==> src/rtl/pipe_pkg.sv <==
// Shared types and constants for the pipeline stall/flush controller.
package pipe_pkg;

  localparam int unsigned PC_W_DEF  = 8;
  localparam int unsigned IR_W_DEF  = 16;
  localparam int unsigned CTL_W_DEF = 8;

  localparam logic [IR_W_DEF-1:0] NOP_IR = '0;

  typedef enum logic [1:0] {
    StRun   = 2'd0,
    StStall = 2'd1,
    StFlush = 2'd2
  } pipe_state_e;

endpackage

==> src/rtl/sat_counter.sv <==
// Up-counter with synchronous clear that sticks at Max instead of wrapping.
module sat_counter #(
  parameter int unsigned Width = 8,
  parameter int unsigned Max   = (1 << Width) - 1
) (
  input  logic             clk,
  input  logic             rst,
  input  logic             inc,
  input  logic             clr,
  output logic [Width-1:0] count
);

  localparam logic [Width-1:0] MaxVal = Width'(Max);

  logic [Width-1:0] count_q;

  always_ff @(posedge clk) begin
    if (rst) begin
      count_q <= '0;
    end else if (clr) begin
      count_q <= '0;
    end else if (inc && (count_q != MaxVal)) begin
      count_q <= count_q + 1'b1;
    end
  end

  assign count = count_q;

endmodule

==> src/rtl/pipe_stall_ctrl.sv <==
// IF/DOF and DOF/EX pipeline registers with data-hazard stall, branch flush and stall statistics.
module pipe_stall_ctrl
  import pipe_pkg::*;
#(
  parameter int unsigned PC_W      = PC_W_DEF,
  parameter int unsigned IR_W      = IR_W_DEF,
  parameter int unsigned CTL_W     = CTL_W_DEF,
  parameter int unsigned STALL_MAX = 3
) (
  input  logic             clk,
  input  logic             rst,
  input  logic             dhs,
  input  logic             flush,
  input  logic [PC_W-1:0]  pc_in,
  input  logic [IR_W-1:0]  ir_in,
  input  logic [2:0]       da_in,
  input  logic             rw_in,
  input  logic             mw_in,
  input  logic [CTL_W-1:0] ctl_in,
  output logic             pc_en,
  output logic [PC_W-1:0]  pc_out,
  output logic [IR_W-1:0]  ir_out,
  output logic [2:0]       da_ex,
  output logic             rw_ex,
  output logic             mw_ex,
  output logic [CTL_W-1:0] ctl_ex,
  output logic [1:0]       state,
  output logic [7:0]       stall_cnt,
  output logic             stall_err
);

  localparam int unsigned RunW = $clog2(STALL_MAX + 1);

  logic             advance;
  logic             stall_cyc;
  logic [PC_W-1:0]  pc_q;
  logic [IR_W-1:0]  ir_q;
  logic [2:0]       da_q;
  logic             rw_q;
  logic             mw_q;
  logic [CTL_W-1:0] ctl_q;
  logic [RunW-1:0]  run_cnt;
  logic             err_q;
  pipe_state_e      state_q, state_d;

  // Flush wins over a hazard stall: the stalled instruction is squashed, not held.
  assign advance   = dhs & ~flush;
  assign stall_cyc = ~dhs & ~flush;
  assign pc_en     = dhs | flush;

  always_ff @(posedge clk) begin
    if (rst) begin
      pc_q  <= '0;
      ir_q  <= '0;
      da_q  <= '0;
      rw_q  <= 1'b0;
      mw_q  <= 1'b0;
      ctl_q <= '0;
    end else begin
      if (flush) begin
        pc_q <= pc_in;
        ir_q <= IR_W'(NOP_IR);
      end else if (dhs) begin
        pc_q <= pc_in;
        ir_q <= ir_in;
      end
      if (advance) begin
        da_q  <= da_in;
        rw_q  <= rw_in;
        mw_q  <= mw_in;
        ctl_q <= ctl_in;
      end else begin
        da_q  <= '0;
        rw_q  <= 1'b0;
        mw_q  <= 1'b0;
        ctl_q <= '0;
      end
    end
  end

  always_ff @(posedge clk) begin
    if (rst) begin
      state_q <= StRun;
    end else begin
      state_q <= state_d;
    end
  end

  always_comb begin
    state_d = StRun;
    if (flush) begin
      state_d = StFlush;
    end else begin
      unique case (state_q)
        StRun, StStall: state_d = dhs ? StRun : StStall;
        StFlush:        state_d = StRun;
        default:        state_d = StRun;
      endcase
    end
  end

  always_comb begin
    state = state_q;
  end

  sat_counter #(
    .Width(8)
  ) u_stall_cnt (
    .clk  (clk),
    .rst  (rst),
    .inc  (stall_cyc),
    .clr  (1'b0),
    .count(stall_cnt)
  );

  sat_counter #(
    .Width(RunW),
    .Max  (STALL_MAX)
  ) u_run_cnt (
    .clk  (clk),
    .rst  (rst),
    .inc  (stall_cyc),
    .clr  (~stall_cyc),
    .count(run_cnt)
  );

  // Set on the edge where the consecutive-stall run reaches STALL_MAX.
  always_ff @(posedge clk) begin
    if (rst) begin
      err_q <= 1'b0;
    end else if (stall_cyc && (run_cnt >= RunW'(STALL_MAX - 1))) begin
      err_q <= 1'b1;
    end
  end

  assign pc_out    = pc_q;
  assign ir_out    = ir_q;
  assign da_ex     = da_q;
  assign rw_ex     = rw_q;
  assign mw_ex     = mw_q;
  assign ctl_ex    = ctl_q;
  assign stall_err = err_q;

endmodule

==> config.mk <==
export PLATFORM = sky130hd
export DESIGN_NAME = pipe_stall_ctrl
export DESIGN_NICKNAME = d
export VERILOG_FILES = /design/src/rtl/pipe_pkg.sv /design/src/rtl/sat_counter.sv /design/src/rtl/pipe_stall_ctrl.sv
export SDC_FILE = /design/constraint.sdc
export NUM_CORES = 1
export LEC_CHECK = 0
export BUFFER_PORTS_ARGS = -buffer_cell sky130_fd_sc_hd__clkbuf_2
export CORE_AREA = 2 2 65 67
export CTS_BUF_LIST = sky130_fd_sc_hd__clkbuf_8
export DETAILED_ROUTE_END_ITERATION = 8
export DIE_AREA = 0 0 67 69
export PLACE_DENSITY = 0.84
export SLEW_MARGIN = 0
export SYNTH_ARGS = -nofsm -noshare
export SYNTH_HDL_FRONTEND = slang
export SYNTH_HIERARCHICAL = 1
export SYNTH_SLANG_ARGS = --single-unit
==> constraint.sdc <==
create_clock -name clk -period 3.65 [get_ports clk]
set_input_delay 0.73 -clock clk [delete_from_list [all_inputs] [get_ports clk]]
set_output_delay 0.73 -clock clk [all_outputs]
set_load 0.01 [all_outputs]
==> results of run 1 <==
-- critical path, cell delays in order --
cell and delay, ns:
clkbuf_2 0.23, nor2_1 0.44, inv_1 0.17, clkbuf_2 0.16
-- cell families (layout without fill, tap and decap cells) --
logic type / after synthesis / after routing / synth area share [%]
buf+inv: 15 / 101 / 4.76
other cells: 1 / 6 / 0.196
mux: 21 / 21 / 11.0
simple gates: 68 / 68 / 21.2
fa+ha+maj: 2 / 2 / 1.31
xor+xnor: 1 / 1 / 0.457
compound gates: 27 / 27 / 8.88
flops: 50 / 50 / 52.2
-- worst min-delay path by stage --
| stage | endpoint | depth (start not counted) |
|---|---|---|
| after floorplan | state[0]$_SDFF_PP0_ | 1 |
| after global placement | state[0]$_SDFF_PP0_ | 1 |
| after detailed placement | state[0]$_SDFF_PP0_ | 1 |
| after CTS | state[0]$_SDFF_PP0_ | 1 |
| after global routing | state[0]$_SDFF_PP0_ | 1 |
| final | state[0]$_SDFF_PP0_ | 1 |
-- layout by cell type, fill, tap and decap left out, drive strengths merged --
| master | instances |
|---|---|
| a31oi | 1 |
| or4 | 1 |
| nor3 | 2 |
| o21ai | 9 |
| mux2i | 21 |
| ha | 2 |
| xnor2 | 1 |
| or3b | 9 |
| and3b | 1 |
| or3 | 3 |
| or2 | 1 |
| and4 | 2 |
| nor2b | 2 |
| conb | 6 |
| dfxtp | 50 |
| nand2 | 6 |
| nor4 | 2 |
| nand3 | 2 |
| a21boi | 3 |
| clkinv | 1 |
| and3 | 16 |
| inv | 3 |
| buf | 1 |
| nor2 | 19 |
| nand4 | 2 |
| clkbuf | 95 |
| clkinvlp | 1 |
| a2111oi | 1 |
| a21oi | 13 |
-- cell type report --
class,count,area (µm²)
clock buffers,6,82.6
clock inverters,2,12.5
fillers,338,1450
inverters,3,11.3
multi-input cells,125,843
flip-flops and latches,50,1000
well taps,50,62.6
repair buffers,90,453
-- stage by stage --
stage | instances | instance area (µm²) | hold WS, ns | power [mW]
after floorplan | 190 | 1940 | 0.461 | 0.639
after global placement | 318 | 2370 | 0.400 | 0.679
after detailed placement | 318 | 2370 | 0.419 | 0.681
after CTS | 326 | 2470 | 0.435 | 1.01
after global routing | 326 | 2470 | 0.459 | 1.05
final | 326 | 2470 | 0.432 | 0.995
-- metal layers --
metal,vias up,GRT usage [%]
li1,821,-
met1,719,19.4
met2,55,32.0
met3,9,4.89
met4,0,8.84
met5,-,0
-- where the power goes --
part / leakage [nW] / internal [mW] / switching (mW)
registers: 0.408 / 0.562 / 0.00744
logic: 0.762 / 0.0467 / 0.0519
clock network: 0.0472 / 0.152 / 0.175
total: 1.22 / 0.761 / 0.234
-- synthesized netlist by cell type (all sizes together) --
master,number
buf,10
or3,3
nand4,2
xnor2,1
a2111oi,1
ha,2
nor2b,2
or4,1
and3,16
clkbuf,2
mux2i,21
and4,2
a21boi,3
or3b,9
conb,1
o21ai,9
nor3,2
nand3,2
nor4,2
inv,3
a21oi,13
a31oi,1
and3b,1
dfxtp,50
nand2,6
nor2,19
or2,1
-- flip-flops by register name (all words and copies together) (netlist names) --
name,cells
ctl_ex,8
da_ex,3
ir_out,16
mw_ex,1
pc_out,8
rw_ex,1
stall_err,1
state,2
u_run_cnt/count,2
u_stall_cnt/count,8
==> metrics.txt, run 1 <==
post-synth top area cell dfxtp_1; initial antenna violation count 0; Max rail drop VDD 0.271 mV; Core Rows 23; Layout Skew 0.00374 ns; DR pass1 iterations 4; reg2reg end u_stall_cnt/count[6]$_SDFFE_PP0P_; clk_lat worst skew approximately 0.30 ns; first-pass GRT wire length 6.62 mm; Yosys cell types 33; TritonCTS Buffers 5; HP Start state[1]$_SDFF_PP0_; final core occ ~63%; R2R Setup Slk about 2.2 ns; largest net degree at the start of global routing 48; Antenna diodes 0; met3 wire length about 280 µm; hpwl dp about 2.9 mm; unrepaired setup endpoints after global routing false; worst-path fanout max 22; fraction of layout cells with a size suffix above 1 37.3%; GRT Residual Overflow 0; P per Cell Area 403 nW/µm²; Syn Inst Count ~190; Critical Path Start flush; crit path DAT roughly 1.7 ns; Post-CTS Hold Buffers 0; setup TNS 0 ns; Setup-failing EPs final 0; sequential element share of the synthesized area 52.2%; synthesis-to-finish area growth 28.7%; Yosys reg bits 50; setup ws final 1.18 ns; fmax roughly 410 MHz; top cells by area, synth dfxtp_1 52%, mux2i_1 11%, and3_1 5.2%; dpl ws 1.19 ns; vias in the first global route approximately 1600; status complete, no violations; synth warn 6; CTS tree yes; slew margin rel. 61.9%; worst-case reg-to-reg path depth 4; Cell Area, Synth around 1900 µm²; die area around 4600 µm²; worst min path class register to register; Max Cap Viol 0; CP Class input pin to output port; vias per inst 4.92; Syn Area/Cell between 10 and 15 µm²; Clock Path Buffers 2; Die W approximately 67 µm; all-layer global routing usage between 10% and 20%; CP endpoint pc_en; htree depth 2; CP Launch Type input pin; Die Y-Extent approximately 70 µm; final hold vios 0; Worst Path Required 2.92 ns; final slew viol count 0; number of top-level pins 90; post_cts resized 0; Total Wirelength between 3 and 4 mm; Synth top area share 52.2%; Critical Path Sink Type output port; Tightest Pin Transition around 0.57 ns; Core Box Area 3910 µm²; DRC viols 0; reg2reg start u_stall_cnt/count[0]$_SDFFE_PP0P_; Final Cycle Share approximately 68%; static leakage 1.22 nW; Period minus WS final around 2.5 ns; met1 wire length between 1.5 and 2 mm; DR iter-0 viols 66; DR WL/cell approximately 12 µm; clock tree sinks 50; routability cong. roughly 0.86; CTS clk-pin slew, worst paths 0.09 ns; initial core utilization approximately half; via count between 1500 and 2000; root buf cell clkbuf_8; Antenna Nets Post-Route 0; IO Port Bufs between 80 and 90; routed wl met2 slightly below 2 mm; max layer used met4; fin nets 318; total setup buffers inserted after CTS 0
No activity file was read; power rests on OpenSTA's default activity.
==> inputs of run 2 (changes only) <==
--- a/config.mk
+++ b/config.mk
@@ -5,12 +5,13 @@
 export SDC_FILE = /design/constraint.sdc
 export NUM_CORES = 1
 export LEC_CHECK = 0
+export ABC_AREA = 1
 export BUFFER_PORTS_ARGS = -buffer_cell sky130_fd_sc_hd__clkbuf_2
-export CORE_AREA = 2 2 65 67
+export CORE_AREA = 2 2 71 73
 export CTS_BUF_LIST = sky130_fd_sc_hd__clkbuf_8
 export DETAILED_ROUTE_END_ITERATION = 8
-export DIE_AREA = 0 0 67 69
-export PLACE_DENSITY = 0.84
+export DIE_AREA = 0 0 73 75
+export PLACE_DENSITY = 0.77
 export SLEW_MARGIN = 0
 export SYNTH_ARGS = -nofsm -noshare
 export SYNTH_HDL_FRONTEND = slang
==> constraint.sdc (replaced) <==
create_clock -name clk -period 2.2 [get_ports clk]
set_input_delay 0.44 -clock clk [delete_from_list [all_inputs] [get_ports clk]]
set_output_delay 0.44 -clock clk [all_outputs]
set_load 0.01 [all_outputs]
==> metrics.txt, run 2 <==
initial core utilization between 40% and 50%; dpl ws 0.557 ns; WHS Endpoint ctl_ex[4]$_SDFF_PP0_; fraction of layout cells with a size suffix above 1 36.2%; unrepaired setup endpoints after global routing false; R2R Setup Slk 0.92 ns; sequential element share of the synthesized area 49.6%; Hold Path Depth 3; reg2reg end u_stall_cnt/count[5]$_SDFFE_PP0P_; Placed Cells 400; Final Cycle Share between 60% and 70%; area of the multi-input gates between 800 and 900 µm²; CTS tree yes; GRT Residual Overflow 0; worst min path class input pin to register; synthesized net count between 300 and 400; clk_lat worst skew 0.30 ns; initial antenna violation count 0; IO Port Bufs slightly below 90; Most used DFF post-synth dfxtp_1; Non-Filler Instances 408; DR pass1 iterations 4; met3 wire length 288 µm; status complete, no violations; routability cong. between 0.8 and 0.9; fin nets ~400; slew margin rel. ~60%; Max Cap Viol 0; met1 wire length between 1.5 and 2 mm; count leader, synth nor2_1; HP Start ctl_in[4]; Period minus WS final about 1.5 ns; vias per inst about 4.5; DR WL/cell between 10 and 15 µm; Setup-failing EPs final 0; worst-case reg-to-reg path depth 7; final hold vios 0; CTS clk-pin slew, worst paths about 0.080 ns; most frequent cells after synthesis 72 x nor2_1, 50 x dfxtp_1, 38 x nand2_1; Design Area, Final 2620 µm²; Filler cells between 400 and 500; CP Launch Type input pin; Yosys reg bits 50; vias in the first global route roughly 1600; Antenna Nets Post-Route 0; clock tree sinks 50; top cells by area, synth dfxtp_1 50%, nor2_1 13%, nand2_1 7.1%; via count approximately 1800; Die Y-Extent 75 µm; total setup buffers inserted after CTS 0; Post-DP Area 2480 µm²; DRC viols 0; Cell Area, Synth between 2000 and 2500 µm²; FFs w/ async S/R, synth 0%; setup ws final 0.664 ns; die area 5480 µm²; TritonCTS Buffers 5; Syn Area/Cell 7.70 µm²; Post-synth EDFFs 0; CP Class input pin to output port; root buf cell clkbuf_8; htree depth 2; synthesis-to-finish area growth 29.9%; static leakage between 1 and 1.5 nW; Core Box Area 4660 µm²; Syn Inst Count 262; largest net degree at the start of global routing 19; max FFs per register 16; Max rail drop VDD between 0.3 and 0.4 mV; synth warn 6; sequential cell area between 1000 and 1500 µm²; Yosys cell types 24; final slew viol count 0; Total Wirelength approximately 4.1 mm; max layer used met4; crit path DAT approximately 1.1 ns; Critical Path Sink Type output port; Core Rows 25; reg2reg start u_stall_cnt/count[0]$_SDFFE_PP0P_; first-pass GRT wire length around 6.7 mm; P per Cell Area approximately 730 nW/µm²; Die W 73 µm; Synth top area share between 40 and 50%; Clock Path Buffers 2; worst-path fanout max 18; setup TNS 0 ns; Layout Skew ~0.0052 ns; DR iter-0 viols 91; routed wl met2 1.95 mm; commonest non-fill, non-tap cell in the layout clkbuf_2; Antenna diodes 0; all-layer global routing usage between 15 and 20%; post-synth top area cell dfxtp_1; number of top-level pins 90; Worst Path Required 1.76 ns; commonest non-fill, non-tap cells in the layout 89 x clkbuf_2, 72 x nor2_1, 50 x dfxtp_1; hpwl dp 3.19 mm; fmax around 650 MHz; post_cts resized 0; Tightest Pin Transition between 0.6 and 0.7 ns; Post-CTS Hold Buffers 0; Critical Path Start flush
-- run 2: changes by cell type after synthesis, sizes merged, moves of 11 or more --
cell / previous run / this run
and3: 16 / 0
nor2: 19 / 86
nand2: 6 / 40
mux2i: 21 / 0
nand3: 2 / 13
inv: 3 / 36
-- run 2: worst max path at each step --
stage	cells past startpoint	slack [ns]	to
after floorplan	7	0.71	u_stall_cnt/count[7]$_SDFFE_PP0P_
after global placement	5	0.60	ir_out[3]$_SDFFE_PP0P_
after detailed placement	5	0.56	ir_out[0]$_SDFFE_PP0P_
after CTS	4	0.65	pc_en
after global routing	4	0.61	pc_en
final	4	0.66	pc_en
-- run 2: routing by layer --
| metal | global-route usage [%] | up-vias |
|---|---|---|
| li1 | - | 967 |
| met1 | 18.3 | 802 |
| met2 | 27.0 | 62 |
| met3 | 5.35 | 6 |
| met4 | 4.94 | 0 |
| met5 | 0 | - |
-- run 2: stage by stage --
| step | total power [mW] | util (%) | hold slack (ns) |
|---|---|---|---|
| 2_1_floorplan | 1.10 | - | 0.460 |
| 5_1_grt | 2.00 | 56.3 | 0.329 |
| 3_5_place_dp | 1.19 | 53.3 | 0.432 |
| 4_1_cts | 1.94 | 56.3 | 0.314 |
| 3_3_place_gp | 1.18 | 53.3 | 0.434 |
| 6_report | 1.91 | 56.3 | 0.331 |
-- run 2: cell families after synthesis --
logic type      count (synthesis)  share of synthesized area (%)
flops                          50                           49.6
compound gates                 24                           7.81
fa+ha+maj                       2                           1.24
other cells                     1                          0.186
simple gates                  141                           31.2
buf+inv                        44                           9.92
-- run 2: cell type report --
class	count	area share, %
clock buffer	5	2.62
clock inverter	3	2.62
sequential	50	38.2
tap	54	2.58
multi-input combinational	168	31.2
timing repair buffer	91	17.6
inverter	37	5.30
-- run 2: worst max-delay path, stage by stage --
cell      delay (ns)
clkbuf_2        0.16
nor2_8          0.23
inv_1           0.12
clkbuf_2        0.14
-- run 2: report_power, final --
part | internal, mW | switching (mW)
logic | 0.0863 | 0.119
registers | 0.939 | 0.0176
clock network | 0.455 | 0.296
total | 1.48 | 0.432
==> inputs of run 3 (changes only) <==
--- a/config.mk
+++ b/config.mk
@@ -5,13 +5,13 @@
 export SDC_FILE = /design/constraint.sdc
 export NUM_CORES = 1
 export LEC_CHECK = 0
-export ABC_AREA = 1
+export ABC_AREA = 0
 export BUFFER_PORTS_ARGS = -buffer_cell sky130_fd_sc_hd__clkbuf_2
-export CORE_AREA = 2 2 71 73
+export CORE_AREA = 2 2 70 72
 export CTS_BUF_LIST = sky130_fd_sc_hd__clkbuf_8
 export DETAILED_ROUTE_END_ITERATION = 8
-export DIE_AREA = 0 0 73 75
-export PLACE_DENSITY = 0.77
+export DIE_AREA = 0 0 72 74
+export PLACE_DENSITY = 0.76
 export SLEW_MARGIN = 0
 export SYNTH_ARGS = -nofsm -noshare
 export SYNTH_HDL_FRONTEND = slang
==> constraint.sdc (replaced) <==
create_clock -name clk -period 1.3 [get_ports clk]
set_input_delay 0.26 -clock clk [delete_from_list [all_inputs] [get_ports clk]]
set_output_delay 0.26 -clock clk [all_outputs]
set_load 0.01 [all_outputs]
==> metrics.txt, run 3 (synthesis results as in run 1) <==
status complete, no violations; final hold vios 0; clock tree sinks 50; Critical Path Start u_stall_cnt/count[0]$_SDFFE_PP0P_; initial antenna violation count 0; crit path DAT around 1.5 ns; CP Cell Sequence buf_4 -> and4_4 -> and3_1 -> a2111oi_4; die area around 5300 µm²; fmax 794 MHz; Core Box Area 4600 µm²; fin nets 333; all-layer global routing usage roughly 16%; Seq pwr share between 50% and 60%; unrepaired setup endpoints after global routing false; static leakage around 1.3 nW; largest net degree at the start of global routing 32; area of the multi-input gates 908 µm²; dpl ws -0.0616 ns; fraction of layout cells with a size suffix above 1 between 40% and 50%; setup TNS 0 ns; Final Cycle Share ~97%; CTS tree yes; Overall Power 2.86 mW; Die W about 72 µm; worst-case reg-to-reg path depth 4; Period minus WS final between 1 and 1.5 ns; hpwl dp about 3.2 mm; P per Cell Area between 1000 and 1500 nW/µm²; setup ws final 0.0398 ns; R2R Setup Slk between 0.03 and 0.04 ns; Post-CTS Hold Buffers 0; Antenna Nets Post-Route 0; via count ~1700; commonest non-fill, non-tap cells in the layout 89 x clkbuf_2, 45 x dfxtp_1, 21 x mux2i_1; CTS clk-pin slew, worst paths about 0.090 ns; Clock Path Buffers 2; vias in the first global route between 1500 and 2000; worst-path fanout max 5; Tightest Pin Transition between 0.5 and 0.6 ns; GRT Residual Overflow 0; internal power around 2.2 mW; clk_lat worst skew 0.30 ns; Max rail drop VDD about 0.7 mV; final core occ a little under 60%; Design Area, Final around 2700 µm²; DRC viols 0; DR WL/cell about 13 µm; commonest non-fill, non-tap cell in the layout clkbuf_2; Layout Skew 0.00357 ns; vias per inst roughly 4.8; Sw Ratio between 20% and 30%; delay-heaviest family, CP simple AND/OR/NAND/NOR gates; sequential cell area around 1000 µm²; htree depth 2; Comb power frac 11.0%; CP endpoint u_stall_cnt/count[5]$_SDFFE_PP0P_; routability cong. ~0.8; reg2reg end u_stall_cnt/count[5]$_SDFFE_PP0P_; Setup-failing EPs final 0; Worst Path Required around 1.5 ns; CP max stage delay 0.34 ns; slew margin rel. between 60% and 70%; NetSw roughly 0.7 mW; first-pass GRT wire length 6.82 mm; DR pass1 iterations 4; Filler cells roughly 410; initial core utilization between 40% and 50%; final slew viol count 0; Critical Path Sink Type register; max FFs per register 16; Total Wirelength 4.39 mm; CP Launch Type register; Max Cap Viol 0; synthesis-to-finish area growth 39.4%; reg2reg start u_stall_cnt/count[0]$_SDFFE_PP0P_; IO Port Bufs 89; TritonCTS Buffers 5; HP Start ctl_in[1]; slowest library cell on the worst path dfxtp_2; critical path depth in cells 4; number of top-level pins 90; root buf cell clkbuf_8; CP bufs+invs 1; CP Class register to register; clock network fraction of total power roughly a third; DR iter-0 viols 68; Post-DP Area 2540 µm²; worst min path class input pin to register; Core Rows 25; Die Y-Extent 74 µm; Antenna diodes 0
==> run 3: cell types whose count changed in the layout (fill, tap and decap cells not counted), moves of 7 or more <==
cell	previous run	this run
a21oi_1	6	13
or3b_1	0	9
nor2_1	72	18
and3_1	0	15
mux2i_1	0	21
nand3_1	12	1
o21ai_2	10	0
buf_4	2	15
nand2_1	38	6
nor2_2	11	0
inv_1	34	3
==> run 3: worst min-delay path by stage <==
stage / to / slack, ns / depth (start not counted)
detailed placement: state[0]$_SDFF_PP0_ / 0.41 / 1
finish: ctl_ex[1]$_SDFF_PP0_ / 0.19 / 2
floorplan: u_run_cnt/count[0]$_SDFFE_PP0P_ / 0.33 / 1
global placement: state[0]$_SDFF_PP0_ / 0.40 / 1
global route: mw_ex$_SDFF_PP0_ / 0.19 / 2
CTS: ctl_ex[1]$_SDFF_PP0_ / 0.17 / 2
==> run 3: what timing repair did <==
| item | 4_1_cts | 5_1_grt |
|---|---|---|
| gates cloned | 0 | 0 |
| endpoints found under the setup margin | 4 | 5 |
| pin swaps | 0 | 1 |
| gates resized for setup | 3 | 7 |
| buffers inserted | 0 | 0 |
==> run 3: area by class of cell <==
cell class                 count  share of cell area [%]
inverter                       3                   0.422
clock buffer                   6                    3.09
tap                           54                    2.53
multi-input combinational    125                    34.0
sequential                    50                    37.7
clock inverter                 2                   0.609
timing repair buffer         105                    21.6
==> run 3: layer usage <==
metal / up-vias / share of wire [%] / global-route usage [%]
met4: 0 / 1.1 / 6.92
met1: 761 / 42 / 19.6
met2: 53 / 52 / 29.1
li1: 853 / - / -
met5: - / 0 / 0
met3: 4 / 5.3 / 2.98
==> run 3: stage by stage <==
stage,hold slack (ns),cells
global placement,0.401,337
finish,0.186,345
global route,0.188,345
floorplan,0.331,190
detailed placement,0.405,337
CTS,0.175,345
==> run 3: power by group through the flow <==
stage / sequential [mW] / combinational, mW / clock, mW
after floorplan: 1.66 / 0.148 / 0
final: 1.60 / 0.314 / 0.948
after detailed placement: 1.63 / 0.315 / 0
after global routing: 1.60 / 0.349 / 1.02
after CTS: 1.60 / 0.317 / 0.979
after global placement: 1.63 / 0.311 / 0
==> run 3: worst register-to-register path, cell delays in order, from the launching register on <==
cell,delay (ns)
dfxtp_2,0.34
buf_4,0.14
and4_4,0.21
and3_1,0.21
a2111oi_4,0.28
